[src/rtl/fetch_stage.sv]
// ============================================================================
// Module   : fetch_stage
// Purpose  : Instruction fetch with one-word immediate pairing, stall and jump redirect.
// Revision : 1.0
// ============================================================================
`default_nettype none

module fetch_stage (
   input  logic        clk,
   input  logic        rst,
   output logic [15:0] imem_addr,
   input  logic [15:0] imem_data,
   input  logic        stall,
   input  logic        jump_occured,
   input  logic [15:0] jump_target,
   output logic [15:0] instruction,
   output logic [15:0] immediate,
   output logic [15:0] pc_out,
   output logic        instr_valid,
   output logic        flush,
   output logic [15:0] fetch_count,
   output logic [15:0] flush_count
);

   localparam logic [1:0] IMM_TAG = 2'b11;

   typedef enum logic [0:0] {
      S_FETCH = 1'b0,
      S_IMM   = 1'b1
   } state_t;

   state_t      state_q;
   logic [15:0] pc_q;
   logic [15:0] pending_q;
   logic [15:0] pending_pc_q;
   logic [15:0] instruction_q;
   logic [15:0] immediate_q;
   logic [15:0] pc_out_q;
   logic        instr_valid_q;
   logic        flush_q;
   logic        imm_word_d;

   assign imm_word_d = (imem_data[15:14] == IMM_TAG);
   assign imem_addr  = pc_q;

   always_ff @(posedge clk) begin
      if (rst) begin
         state_q       <= S_FETCH;
         pc_q          <= 16'h0000;
         pending_q     <= 16'h0000;
         pending_pc_q  <= 16'h0000;
         instruction_q <= 16'h0000;
         immediate_q   <= 16'h0000;
         pc_out_q      <= 16'h0000;
         instr_valid_q <= 1'b0;
         flush_q       <= 1'b0;
      end else if (jump_occured) begin
         // Redirect wins over stall; any half-fetched imm pair is dropped.
         state_q       <= S_FETCH;
         pc_q          <= jump_target;
         pending_q     <= 16'h0000;
         pending_pc_q  <= 16'h0000;
         instr_valid_q <= 1'b0;
         flush_q       <= 1'b1;
      end else if (stall) begin
         flush_q <= 1'b0;
      end else begin
         flush_q <= 1'b0;
         pc_q    <= pc_q + 16'd1;
         if (state_q == S_IMM) begin
            instruction_q <= pending_q;
            immediate_q   <= imem_data;
            pc_out_q      <= pending_pc_q;
            instr_valid_q <= 1'b1;
            state_q       <= S_FETCH;
         end else if (imm_word_d) begin
            pending_q     <= imem_data;
            pending_pc_q  <= pc_q;
            instr_valid_q <= 1'b0;
            state_q       <= S_IMM;
         end else begin
            instruction_q <= imem_data;
            immediate_q   <= 16'h0000;
            pc_out_q      <= pc_q;
            instr_valid_q <= 1'b1;
         end
      end
   end

   assign instruction = instruction_q;
   assign immediate   = immediate_q;
   assign pc_out      = pc_out_q;
   assign instr_valid = instr_valid_q;
   assign flush       = flush_q;

`ifdef FETCH_STATS_EN
   logic [15:0] fetch_count_q;
   logic [15:0] flush_count_q;
   logic        issue_d;

   // An issue is any normal cycle that loads a complete instruction.
   assign issue_d = !jump_occured && !stall && ((state_q == S_IMM) || !imm_word_d);

   always_ff @(posedge clk) begin
      if (rst) begin
         fetch_count_q <= 16'h0000;
         flush_count_q <= 16'h0000;
      end else begin
         if (issue_d && (fetch_count_q != 16'hFFFF))
            fetch_count_q <= fetch_count_q + 16'd1;
         if (jump_occured && (flush_count_q != 16'hFFFF))
            flush_count_q <= flush_count_q + 16'd1;
      end
   end

   assign fetch_count = fetch_count_q;
   assign flush_count = flush_count_q;
`else
   assign fetch_count = 16'h0000;
   assign flush_count = 16'h0000;
`endif

endmodule

`default_nettype wire

[config.mk]
export PLATFORM = sky130hd
export DESIGN_NAME = fetch_stage
export DESIGN_NICKNAME = d
export VERILOG_FILES = /design/src/rtl/fetch_stage.sv
export SDC_FILE = /design/constraint.sdc
export NUM_CORES = 1
export LEC_CHECK = 0
export BUFFER_PORTS_ARGS = -buffer_cell sky130_fd_sc_hd__buf_2
export CAP_MARGIN = 30
export CORE_AREA = 2 2 85 103
export CTS_CLUSTER_DIAMETER = 150
export DETAILED_ROUTE_END_ITERATION = 6
export DIE_AREA = 0 0 87 105
export PLACE_DENSITY_LB_ADDON = 0.1
export REMOVE_ABC_BUFFERS = 1
export SYNTH_ARGS = -nofsm -noshare
export SYNTH_HDL_FRONTEND = slang
export SYNTH_SLANG_ARGS = --single-unit
[constraint.sdc]
create_clock -name clk -period 3.3 [get_ports clk]
set_input_delay 0 -clock clk [delete_from_list [all_inputs] [get_ports clk]]
set_output_delay 0 -clock clk [all_outputs]
set_load 0.03 [all_outputs]
==> impl_results.md <==
- Worst-Margin Slew: 735 ps
- Post-CTS Setup Bufs: 0
- Sw Share: 28.3%
- Highest clock rate: around 560 MHz
- Fin util: 65.2%
- Reg power frac: 50.6%
- Reg2Reg Depth: 4
- Sink Count: 99
- Via count: ~3600
- Hold_sp: jump_occured
- Final cycle utilization of the critical path: between 50% and 60%
- #FFs+latches synth: 99
- Buf+Inv Stages, Crit Path: 3
- Share of layout cells above drive strength 1: 22.0%
- Worst-path clk slew: 90 ps
- Grt ovf: 0
- P_sw: 0.717 mW
- Mean Syn Cell Area: slightly below 9 µm²
- Worst vdd ir: 279 µV
- Yosys warns: 0
- RSZ-0062 raised after global routing: false
- Distinct cell type count after synthesis: 36
- Vias in the first global route: 3163
- Setup WS pre-CTS: 1510 ps
- Finished Cell Area: around 5300 µm²
- Routed WL: ~9.5 mm
- Rel. slew slack: 51.0%
- Clock Tree Root: clkbuf_8
- Drt drc: 0
- Initial DRC count: 159
- Layout area overhead: 21.0%
- Detailed Routing Iterations Pass 1: 4
- # nets final: ~640
- Die H: 105 µm
- # diodes: 0
- Status: finished, final reports clean
- Tmin final: 1790 ps
- I/O pin count: 134
- Routability Congestion: around 0.77
- Post-Place Cell Area: 4700 µm²
- Crit path kind: input port to flop
- Detailed-route vias per instance: between 5 and 6
- Top_reg_cell synth: dfxtp_1
- Die ar.: 9140 µm²
- Placed insts: 656
- CP max stage cell: dlygate4sd3_1
- Post-synth EDFFs: 0
- Critical Path Source: stall
- CP Max Fanout: 50
- Reg2Reg Setup Slack: between 1500 and 2000 ps
- Post-route ant nets: 0
- P per Cell Area: 482 nW/µm²
- Worst hold path type: input port to flop
- Crit path required time: 3560 ps
- Sequential share of the synthesized area: between 40% and 50%
- Final setup violation count: 0
- CP endpoint: instruction[4]
- CP endpoint kind: flop
- Hold Fails Final Rpt: 0
- H-tree depth: 3
- Syn Std Cell Area: 4350 µm²
- Critical path depth in cells: 7
- Setup TNS: 0 ps
- Delay of the slowest critical-path stage: between 500 and 600 ps
- Post-route worst setup slack: 1510 ps
- Crit-path leading delay family: buffers and inverters
- Post-DP HPWL: 6.14 mm
- Fin Clk Skew: 9.93 ps
- RR Startpoint: state_q
- Die Span X: 87 µm
- Num CTS Buffers: 9
- Slew Limit Fails: 0
- Comb pwr share: between 10% and 20%
- Internal power: 1.82 mW
- Share of total power in the clock network: 34.2%
- Initial antenna violation count: 0
- Initial Util: 53.9%
- Ordered list of cells on the worst path: dlygate4sd3_1 -> buf_2 -> nor2_2 -> and2_2 -> buf_4 -> nor2_1 -> a211oi_1
- RR Endpoint: immediate[3]
- Port Buffers: between 100 and 150
- Clock tree buffer depth: 2
- Startpoint class of the critical path: input port
- Pwr Total: 2.54 mW
- First-pass GRT wire length: 15.0 mm
- Total track usage: 20.5%
- Hold Slack: 175 ps
- Worst-Skew Late Latency: 360 ps
- Core area: roughly 8000 µm²
- Final non-filler cell total: 705
- Critical Path AT: 2050 ps
- TritonCTS clock tree: yes
- Max_cap viols: 0
- Largest net degree at the start of global routing: 66
- Ys async rst share: 0%
- Detail-routed net length per standard cell: 13.5 µm
- Lkg Pwr: 2.24 nW
- Synthesized instance count: ~500
- Row Count: 36
-- registers in the layout, summed over array words and instances (netlist names) --
register      flops
pending_pc_q     16
state_q           1
pc_out           16
immediate        16
flush             1
imem_addr        16
instruction      16
pending_q        16
instr_valid       1
-- synth_stat cells, drive strengths merged (5+ instances only) --
library cell  number  share of area (%)
o21a              10                1.7
inv               12                1.0
xor2              10                2.0
a211oi            31                5.4
mux2i             35                8.1
a22oi             15                2.6
nor3               5               0.58
nor2              62                5.5
buf               54                8.3
nand2             69                6.0
a21oi             45                5.3
dfxtp             99                 46
clkbuf            15                1.3
-- what timing repair did --
action	CTS	global route
setup endpoints to repair	0	0
gates resized for setup	0	0
hold buffers	33	0
hold endpoints to repair	55	0
-- worst min-delay path by stage --
| stage | endpoint | slack [ps] | cells past startpoint |
|---|---|---|---|
| floorplan | imem_addr[7] | 60 | 1 |
| global placement | imem_addr[0] | 230 | 3 |
| detailed placement | imem_addr[0] | 240 | 3 |
| CTS | imem_addr[7] | 160 | 3 |
| global route | imem_addr[7] | 210 | 3 |
| finish | imem_addr[7] | 180 | 3 |
-- cells by family after synthesis --
family          share of synthesized area, %
mux                                     8.06
flops                                   45.6
compound gates                          15.4
fa+ha+maj                              0.288
simple gates                            17.1
xor+xnor                                2.82
other cells                           0.0863
buf+inv                                 10.6
-- layout by cell type (no fill, tap or decap), types with 4 or more instances in the layout --
cell type	netlist	routed
nor2_1	60	60
xnor2_1	4	4
a21oi_1	44	44
dfxtp_1	99	98
mux2i_1	35	35
buf_2	17	101
a22oi_1	15	15
clkbuf_8	0	10
dlygate4sd3_1	0	33
nand3_1	4	4
nand2_1	69	69
o21a_1	10	10
nor3_1	5	5
xor2_1	10	10
a211oi_1	31	31
conb_1	1	32
inv_1	12	12
buf_4	36	4
-- final cells by class --
cell class	instances	area (µm²)
fillers	716	2800
multi-input cells	345	2020
flip-flops and latches	99	1980
repair buffers	138	866
clock buffers	11	141
well taps	95	119
clock inverters	5	85.1
inverters	12	45.0
-- metal layers --
metal  vias to the layer above  part of all wire [%]  global-route usage [%]  wire length (µm)
li1                       1827                     -                       -                 -
met1                      1659                    44                    25.4              4220
met2                        90                    51                    35.3              4850
met3                         8                   3.9                    3.32               372
met4                         0                  0.98                    7.03                93
met5                         -                     0                       0                 0
-- power by group through the flow --
stage | clock network [mW] | registers, mW | logic (mW)
after floorplan | 0 | 1.39 | 0.159
after global placement | 0 | 1.31 | 0.353
after detailed placement | 0 | 1.31 | 0.356
after CTS | 0.885 | 1.28 | 0.387
after global routing | 0.932 | 1.29 | 0.416
final | 0.868 | 1.28 | 0.386
-- worst register-to-register path, stage by stage, from the launching register on --
cell and delay [ps]:
dfxtp_2 330, buf_4 500, and2_1 600, a22oi_1 140, nor2_1 120
Power figures use the tool's default switching activity.
